## src/rtl/is_feeder.sv

```systemverilog
// Purpose : input-stationary feeder; loads COLS activation columns into the PE
//           array, then streams num_vec weight vectors through a per-row skew
//           and flushes the skew with zero vectors so every row drains out.
// Latency : accepted beats show up on pe_act / pe_wei lane 0 one cycle later;
//           weight lane r trails lane 0 by r advance cycles.
// Backpressure: act_ready / wei_ready are registered and depend only on state.
//           A missing weight beat stalls the skew and drops the array enables
//           for the following cycle.
//
// Ports:
//   clk, rst            rising-edge clock, synchronous active-high reset
//   start, num_vec      tile start pulse; vector count latched on accepted start
//   act_valid/ready/data activation column handshake (lane r at [r*WIDTH_A +: WIDTH_A])
//   wei_valid/ready/data weight vector handshake (lane r at [r*WIDTH_B +: WIDTH_B])
//   pe_act, pe_cell_sc_en activation lanes and per-row capture enables
//   pe_wei              skewed weight lanes
//   pe_pipeline_en, pe_cell_en, pe_reg_clear  array control
//   busy, done          tile in progress / one-cycle completion pulse
module is_feeder #(
  parameter int WIDTH_A = 16,
  parameter int WIDTH_B = 16,
  parameter int ROWS    = 4,
  parameter int COLS    = 4,
  parameter int DRAIN   = 8,
  parameter int CNT_W   = 8
) (
  input  logic                       clk,
  input  logic                       rst,
  input  logic                       start,
  input  logic [CNT_W-1:0]           num_vec,
  input  logic                       act_valid,
  output logic                       act_ready,
  input  logic [ROWS*WIDTH_A-1:0]    act_data,
  input  logic                       wei_valid,
  output logic                       wei_ready,
  input  logic [ROWS*WIDTH_B-1:0]    wei_data,
  output logic [ROWS*WIDTH_A-1:0]    pe_act,
  output logic [ROWS-1:0]            pe_cell_sc_en,
  output logic [ROWS*WIDTH_B-1:0]    pe_wei,
  output logic                       pe_pipeline_en,
  output logic                       pe_cell_en,
  output logic                       pe_reg_clear,
  output logic                       busy,
  output logic                       done
);

  // Terminal counts for the shared beat counter. The flush lasts
  // ROWS-1+DRAIN cycles, so its last count is ROWS+DRAIN-2.
  localparam logic [CNT_W-1:0] COLS_LAST  = CNT_W'(COLS - 1);
  localparam logic [CNT_W-1:0] FLUSH_LAST = CNT_W'(ROWS + DRAIN - 2);

  typedef enum logic [2:0] {
    S_IDLE,
    S_CLEAR,
    S_LOAD,
    S_STREAM,
    S_FLUSH,
    S_DONE
  } state_t;

  state_t           state;
  logic [CNT_W-1:0] nv_q;
  logic [CNT_W-1:0] cnt;

  logic act_acc;
  logic wei_acc;
  logic advance;
  logic skew_clr;

  // The ready flags are registered and only high in their own state, so an
  // accepted beat always belongs to the state that asked for it.
  assign act_acc  = act_valid && act_ready;
  assign wei_acc  = wei_valid && wei_ready;
  assign advance  = wei_acc || (state == S_FLUSH);
  assign skew_clr = (state == S_CLEAR);

  // Control FSM. Every output is set from the transition being taken, so the
  // registered value always matches the state being entered.
  always_ff @(posedge clk) begin
    if (rst) begin
      state          <= S_IDLE;
      nv_q           <= '0;
      cnt            <= '0;
      act_ready      <= 1'b0;
      wei_ready      <= 1'b0;
      busy           <= 1'b0;
      done           <= 1'b0;
      pe_reg_clear   <= 1'b0;
      pe_cell_sc_en  <= '0;
      pe_act         <= '0;
      pe_pipeline_en <= 1'b0;
      pe_cell_en     <= 1'b0;
    end else begin
      done           <= 1'b0;
      pe_reg_clear   <= 1'b0;
      pe_pipeline_en <= advance;
      pe_cell_en     <= advance;
      pe_cell_sc_en  <= {ROWS{act_acc}};
      if (act_acc) begin
        pe_act <= act_data;
      end

      case (state)
        S_IDLE: begin
          if (start) begin
            nv_q         <= num_vec;
            cnt          <= '0;
            state        <= S_CLEAR;
            pe_reg_clear <= 1'b1;
            busy         <= 1'b1;
          end
        end

        S_CLEAR: begin
          state     <= S_LOAD;
          act_ready <= 1'b1;
        end

        S_LOAD: begin
          if (act_acc) begin
            if (cnt == COLS_LAST) begin
              cnt       <= '0;
              act_ready <= 1'b0;
              if (nv_q != '0) begin
                state     <= S_STREAM;
                wei_ready <= 1'b1;
              end else begin
                state <= S_DONE;
                done  <= 1'b1;
              end
            end else begin
              cnt <= cnt + 1'b1;
            end
          end
        end

        S_STREAM: begin
          // nv_q is non-zero here; comparing against nv_q-1 keeps the count
          // below nv_q, so the full CNT_W range of num_vec works.
          if (wei_acc) begin
            if (cnt == nv_q - 1'b1) begin
              cnt       <= '0;
              wei_ready <= 1'b0;
              state     <= S_FLUSH;
            end else begin
              cnt <= cnt + 1'b1;
            end
          end
        end

        S_FLUSH: begin
          if (cnt == FLUSH_LAST) begin
            cnt   <= '0;
            state <= S_DONE;
            done  <= 1'b1;
          end else begin
            cnt <= cnt + 1'b1;
          end
        end

        S_DONE: begin
          state <= S_IDLE;
          busy  <= 1'b0;
        end

        default: begin
          state <= S_IDLE;
        end
      endcase
    end
  end

  // Weight skew: lane r passes through r delay registers before its output
  // register, so a vector leaves as a diagonal wavefront. Everything moves
  // only on advance cycles; during the flush zeros are shifted in.
  for (genvar g = 0; g < ROWS; g++) begin : g_lane
    logic [WIDTH_B-1:0] lane_in;
    logic [WIDTH_B-1:0] lane_out;

    assign lane_in = (state == S_FLUSH) ? '0 : wei_data[g*WIDTH_B +: WIDTH_B];
    assign pe_wei[g*WIDTH_B +: WIDTH_B] = lane_out;

    if (g == 0) begin : g_direct
      always_ff @(posedge clk) begin
        if (rst || skew_clr) begin
          lane_out <= '0;
        end else if (advance) begin
          lane_out <= lane_in;
        end
      end
    end else begin : g_delay
      logic [WIDTH_B-1:0] dly [g];

      always_ff @(posedge clk) begin
        if (rst || skew_clr) begin
          for (int k = 0; k < g; k++) begin
            dly[k] <= '0;
          end
          lane_out <= '0;
        end else if (advance) begin
          dly[0] <= lane_in;
          for (int k = 1; k < g; k++) begin
            dly[k] <= dly[k-1];
          end
          lane_out <= dly[g-1];
        end
      end
    end
  end

endmodule
```

## config.mk

```make
export PLATFORM = sky130hd
export DESIGN_NAME = is_feeder
export DESIGN_NICKNAME = d
export VERILOG_FILES = /design/src/rtl/is_feeder.sv
export SDC_FILE = /design/constraint.sdc
export NUM_CORES = 1
export LEC_CHECK = 0
export CAP_MARGIN = 20
export CORE_MARGIN = 5
export CORE_UTILIZATION = 30
export CTS_CLUSTER_DIAMETER = 100
export CTS_CLUSTER_SIZE = 8
export DETAILED_ROUTE_END_ITERATION = 6
export HOLD_SLACK_MARGIN = 0.06
export MAX_ROUTING_LAYER = met4
export PLACE_DENSITY_LB_ADDON = 0.3
export SLEW_MARGIN = 5
export SYNTH_ARGS = -nofsm -noshare
export SYNTH_HDL_FRONTEND = slang
export SYNTH_SLANG_ARGS = --single-unit
```

## constraint.sdc

```tcl
create_clock -name clk -period 4.3 [get_ports clk]
set_input_delay 0.86 -clock clk [delete_from_list [all_inputs] [get_ports clk]]
set_output_delay 0.86 -clock clk [all_outputs]
set_load 0.01 [all_outputs]
```

* Yosys cells after proc, flatten, opt, wreduce, memory -nomap -nowiden *
Memories as Yosys holds them, arrays and structs flattened. A register that Yosys moved wholly into a read port is not among the register bits.
Index checks and enable logic that the tools add are counted.

storage, ports and cells
  flip-flop bits (word level) = 106
  logic and storage cells = 104
  input bits = 141
  bits in writable memories = 96
  memories = 3

cells by class
  add/subtract/negate cells = 2
  mux-type cells = 48
  bitwise gates (word level) = 6
  reductions and logical operators = 18
  eq/ne operators = 15

memory list
  memory                 depth  width  rd ports  clocked after Yosys merged registers in  wr ports  line  RTL
  g_lane[3].g_delay.dly  3      16     3         1                                        3         192   logic [WIDTH_B-1:0] dly [g];
  g_lane[2].g_delay.dly  2      16     2         1                                        2         192
  g_lane[1].g_delay.dly  1      16     1         1                                        1         192

operator list
  cell                                                 number
  2-to-1 mux 16 bit                                    10
  2-to-1 mux 8 bit                                     6
  case mux 8 bit (4 select lines)                      1
  2-to-1 mux 3 bit                                     7
  2-to-1 mux 1 bit                                     19
  OR reduction 16 bit                                  1
  case mux 3 bit (5 select lines)                      1
  != test 2 bit, second input constant                 7
  AND reduction 6 bit                                  2
  adder 8 x 1 -> 8 bit, second input constant          1
  equality test 8 x 2 -> 1 bit, second input constant  1
  equality test 8 x 4 -> 1 bit, second input constant  1
  equality test 8 bit                                  1
  case mux 1 bit (2 select lines)                      4
  nonzero test 8 bit                                   1
  subtractor 8 x 1 -> 8 bit, second input constant     1
  equality test 3 x 2 -> 1 bit, second input constant  2
  equality test 3 bit, second input constant           2
  nonzero test 2 bit                                   3
  bitwise OR 1 bit                                     5
  AND reduction 2 bit                                  2
  AND reduction 4 bit                                  1
  nonzero test 4 bit                                   1
  equality test 3 x 1 -> 1 bit, second input constant  1
  other kinds (6)                                      8

* Depth between registers and ports, before layout *
  word-level depth = 7
  mapped depth = 8
  depth with buffers taken out = 8

* Least setup slack after synthesis *
OpenSTA, ideal clock, no wires.

  kind = input port to flip-flop
  start point = input port rst
  end point = memory g_lane[1].g_delay.dly[0][0] (enable)
  stages = 6
  library setup time = 0.449 ns
  arrival = 3.486 ns
  slack = 0.365 ns
  data required time = 3.851 ns
  path buffers = 3
  path through = buf_2 -> inv_1 -> o211a_1 -> clkbuf_1 -> buf_1 -> inv_1

on the way
  longest elaborated chain between the ends = 5
  elaborated cells on any way between the ends = 7

RTL lines
  element                                 line  RTL
  start: declaration                      28    input logic rst,
  logical OR 1 bit (*)                    195   if (rst || skew_clr) begin
  2-to-1 mux 1 bit                        195
  2-to-1 mux 1 bit (not written as such)  201   dly[0] <= lane_in;
  OR reduction 16 bit (no line)           --
  2-to-1 mux 1 bit (no line) (*)          --
  end: declaration                        192

Every way passes the cells marked *; elsewhere a longest branch is shown, timed or not.

==> results.ini <==
[drt]
drt-vias-per-instance=4.55
dr_total_vias=6884
drtIter0Drc=389
wl_um=24000
drc=0
ant_nets=0
dr.pass1.iters=4
wl_per_cell_um=15.9

[timing]
hold_violations=0
timing.final.crit_share_pct=62.0
fin_crit_ns=2.67
max_slew_margin_pct=37.5
skew_ns=0.0226
setup_violations=0
fin_setup_tns_ns=0
clock.fmax_mhz=375
rsz0062_at_grt=false
drv_slew=0
tightest_slew_ns=0.937
hold_slack_ns=0.449

[power_and_ir_drop]
p_per_area_nw_per_um2=509
p_leak_nw=4.82
vdd_drop_max_mv=0.282

[layout]
syn2layout_area_growth_pct=45.6
diodes=0
finalNetCount=1241
stdcell_count=1514
drive_gt1_share_pct=5.90

[floorplan]
dieArea_sq_um=34300
initial_core_util_pct=30.3
num_io_pins=280
die_h_um=185
die_x_um=185
core-area_sq_um=30400
row_count=64

[yosys]
synth_edf_count=96
yosysSeqAreaShare_pct=64.7
async_flop_share_pct=0
synth_cell_types=55
synthesis.area_sq_um=9220
ys_warn_count=0
synth.avg_cell_area_sq_um=11.1
synth_nets=973
syn-instance-count=829
synth_flop_cell=dfxtp_1
synth-seq-cells=250

[global_routing]
antenna_found_initial=0
gr-max-usage-layer=met2
groute.layer.met3.usage_pct=2.40
grt_use_met2_pct=23.7
grt-ovfl-total=0
grt_pass1_vias=6738
grt_pass1_wl_um=37300
use_met1_pct=16.6
grt_max_degree=86
grt_usage_pct=14.0

[clocking]
cts_setup_buffers=0
cts.clk_slew.worst_paths_ns=0.05
clock_latency_ns=0.51
numCtsBuffers=37
ctsResizeCount=0
clk_path_buf_depth=3
htree_levels=2
clkSinkCount=250
clockRootBuffer=clkbuf_16
ctsHoldBuffers=0
cts_tree=yes

[place]
portBuffers=279
dp_cells=1454
gp_congestion=0.831
dp_hpwl_um=16300

[setup_path]
path_class=primary input to flop
crit_path_max_incr_delay_ns=0.45
startpoint_type=primary input
critical_path.cell_chain=clkdlybuf4s50_1 > nand2_1 > o21ai_0 > a32oi_1 > nor2_4 > buf_12 > buf_4 > and2_1
cp.arrival_ns=2.91
crit_fanout=46
crit_slowest_cell=clkdlybuf4s50_1
cp.required_ns=4.54
end_kind=flop

[outcome]
run_status=finished, final reports clean

[min_path]
hold_class=flop to flop

[run]
drv_cap=0

per-stage QoR:
| step | area (sq um) | total power, W | setup WS [ns] | util [%] |
|---|---|---|---|---|
| 2_1_floorplan | 9220 | 0.00372 | 0.365 | - |
| 3_3_place_gp | 12300 | 0.00423 | 0.688 | 40.5 |
| 3_5_place_dp | 12300 | 0.00425 | 1.10 | 40.6 |
| 4_1_cts | 13400 | 0.00695 | 1.63 | 44.1 |
| 5_1_grt | 13400 | 0.00720 | 1.45 | 44.1 |
| 6_report | 13400 | 0.00683 | 1.63 | 44.1 |
metal layers:
| metal | vias to the layer above | part of all wire [%] |
|---|---|---|
| li1 | 3430 | - |
| met1 | 3217 | 41 |
| met2 | 174 | 51 |
| met3 | 63 | 4.2 |
| met4 | 0 | 3.9 |
| met5 | - | 0 |
kinds of logic after synthesis:
family                     Yosys count  share of synthesized area, %
adders and majority gates            3                         0.407
DFF                                250                          64.7
muxes                                2                         0.231
xor gates and xnor gates            13                          1.24
AOI/OAI and AO/OA                  179                          13.3
buffers and inverters               69                          3.26
and+or+nand+nor                    313                          16.8
power breakdown:
group	leakage (nW)	total, W	switching [W]	internal (W)
Sequential	2.27	0.00304	0.000161	0.00288
Clock	0.515	0.00264	0.00100	0.00164
Combinational	2.04	0.00114	0.000644	0.000500
Total	4.82	0.00683	0.00181	0.00502
Yosys cell counts, drive strengths merged (2+ instances only):
cell type | number | area (sq um)
nand2 | 158 | 593
o21ai | 9 | 45.0
buf | 23 | 128
nor3b | 4 | 40.0
nor2 | 16 | 67.6
o21a | 2 | 15.0
nor3 | 7 | 40.0
a21oi | 79 | 395
clkbuf | 37 | 139
a22o | 65 | 569
nand2b | 3 | 18.8
and2 | 98 | 613
a221oi | 3 | 26.3
o22ai | 3 | 18.8
and3b | 2 | 17.5
o31ai | 2 | 15.0
inv | 9 | 33.8
edfxtp | 96 | 2880
dfxtp | 154 | 3080
nor4 | 3 | 18.8
nand4 | 3 | 18.8
xor2 | 3 | 26.3
xnor2 | 10 | 87.6
a31oi | 2 | 12.5
ha | 3 | 37.5
and3 | 3 | 18.8
nand3 | 9 | 45.0
nor2b | 2 | 12.5
critical path: cells and delay by family:
family / cells / cell delay [ns]
buffers and inverters: 3 / 0.92
and+or+nand+nor: 3 / 0.58
AOI/OAI and AO/OA: 2 / 0.53
placed cells by master, fill, tap and decap left out, drive strengths merged, types with 2 or more instances in the layout:
cell	n
and3b	2
a31oi	2
nor2	16
clkinv	2
xor2	3
a21oi	79
ha	3
nor2b	2
edfxtp	96
dfxtp	154
o31ai	2
xnor2	10
nand2	158
clkdlybuf4s50	278
inv	10
buf	11
and2	98
nand4	3
a22o	65
clkbuf	57
o22ai	3
and3	3
nand3	9
nor3b	4
a221oi	3
nand2b	3
nor4	3
nor3	7
o21ai	9
o21a	2
area by class of cell:
| type | count | area [sq um] |
|---|---|---|
| fillers | 2895 | 17000 |
| flip-flops and latches | 250 | 5970 |
| multi-input cells | 510 | 2980 |
| repair buffers | 289 | 2880 |
| clock buffers | 57 | 1030 |
| well taps | 396 | 495 |
| clock inverters | 3 | 41.3 |
| inverters | 9 | 36.3 |
registers in the layout (all words and copies together), names as in the netlist:
signal / cells
cnt: 8
state: 3
wei_ready: 1
pe_reg_clear: 1
pe_act: 64
g_lane.lane_out: 64
nv_q: 8
pe_cell_en: 1
pe_cell_sc_en: 1
g_lane.g_delay.dly: 96
act_ready: 1
done: 1
busy: 1
path summary, 6_finish.rpt:
path / startpoint / endpoint / slack (ns) / cells past startpoint
worst max-delay path: wei_valid / g_lane[3].g_delay.dly[1][8] / 1.63 / 8
worst max register to register: state[0] / g_lane[3].g_delay.dly[1][8] / 1.81 / 6
worst min register to register: g_lane[3].g_delay.dly[2][14] / g_lane[3].lane_out[14] / 0.45 / 1
worst min-delay path: g_lane[3].g_delay.dly[2][14] / g_lane[3].lane_out[14] / 0.45 / 1
(Power assumes the default switching activity.)
==> RTL change (config.mk and constraints unchanged) <==
Change the parameter `ROWS` from 4 to 8.
--- a/src/rtl/is_feeder.sv
+++ b/src/rtl/is_feeder.sv
@@ -21,3 +21,3 @@
   parameter int WIDTH_B = 16,
-  parameter int ROWS    = 4,
+  parameter int ROWS    = 8,
   parameter int COLS    = 4,
Interface: changed (5 resized); port bits go from 280 to 540. The function was not compared with the original's and may differ.
==> RTL change against the original RTL <==
- routed wire length rose to 2.9 times the old value
- combinational power up 130%
- via count up 150%
- non-clock buffer count up 283
- sequential cell count up 480
- clock power rose to 2.8 times the old value
- cell count up 150%
- synthesized area rose to 2.8 times the old value
- setup slack worse by 97 ps
- final area rose to 2.7 times the old value
- total power rose to 2.9 times the old value
- fmax down 3.5%
==> RTL change: results (changes against the original RTL) <==
* Inst Count DP at 3591 (+150%)
* Iteration count of the initial detailed-routing pass at 6 (+2)
* Synth top area cells: edfxtp_1, dfxtp_1, and2_1
* Global-route wire length before repair at 104100 um (+180%)
* Hold-critical path endpoint: g_lane[4].lane_out[5]
* Worst voltage drop across the vdd grid at 0.0003215 V (+14%)
* Post-route non-filler standard cell count at 3772 (+150%)
* Worst hold slack at 432.4 ps (-16.42 ps)
* Antenna violations before repair at 11 (+11)
* Initial detailed-routing violation count at 1430 (+270%)
* Setup slack, reg-to-reg at 1540 ps (-270 ps)
* Final design utilization at 41.41% (-2.7 points)
* Fillers at 8061 (+180%)
* Start of the worst register-to-register path: nv_q[0]
* Vias at 16893 (+150%)
* Number of CTS-inserted buffers at 101 (+170%)
* Via count of the first global-routing pass at 16660 (+150%)
* Count of buffers inserted at the top-level ports at 539 (+93%)
* Level count of the clock H-tree at 3 (+1)
* Endpoint of the most critical register-to-register path: cnt[3]
* Detailed-placement wirelength estimate at 47960 um (+190%)
* Worst setup slack after placement at 1038 ps (-65.28 ps)
* Combined global-route utilization of all metal layers at 14.65% (+0.67 points)
* Final estimated routing congestion in global placement at 0.8384 (+0.91%)
* Result of the run: finished clean
RTL change: cell types whose count changed in the layout (fill, tap and decap cells not counted), sizes merged, moves of 22 or more:
cell,change
buf,+22
clkbuf,+110
a22o,+65
dfxtp,+128
and2,+353
edfxtp,+352
a21oi,+70
nand2,+126
clkdlybuf4s50,+260
RTL change: worst max-delay path by stage:
stage | depth (start not counted) | slack, ps | to | start
after floorplan | 6 | -4450 | g_lane[1].g_delay.dly[0][0] | rst
after global placement | 8 | 1100 | g_lane[6].g_delay.dly[3][12] | wei_valid
after detailed placement | 8 | 1040 | g_lane[6].g_delay.dly[5][4] | wei_valid
after CTS | 6 | 1530 | g_lane[7].g_delay.dly[1][11] | state[2]
after global routing | 8 | 1360 | cnt[3] | nv_q[0]
final | 8 | 1540 | cnt[3] | nv_q[0]
RTL change: worst max-delay path, cell delays in order (launching register included):
cell	delay, ps
dfxtp_1	460
inv_1	100
ha_1	310
xnor3_1	250
nand4_1	150
a211oi_1	350
o311a_1	510
a21oi_4	160
a221o_1	330
RTL change: area by class of cell:
type,count,share of cell area (%)
clock inverter,8,0.5147
sequential,730,53.08
timing repair buffer,572,16.16
clock buffer,166,7.731
tap,1155,4.017
multi-input combinational,1126,18.34
inverter,9,0.1043
antenna,6,0.04173
RTL change: power by group:
part | switching, mW | total, mW | internal, mW
clock | 2.97 | 7.38 | 4.41
sequential | 0.419 | 9.46 | 9.04
combinational | 1.63 | 2.64 | 1.01
RTL change: per-layer routing:
layer / up-vias / share of wire [%] / GRT usage (%)
met3: 135 / 6.6 / 3.210
met2: 551 / 46 / 22.55
met4: 0 / 2.4 / 4.466
li1: 8055 / - / -
met1: 8152 / 45 / 19.57
met5: - / 0 / -
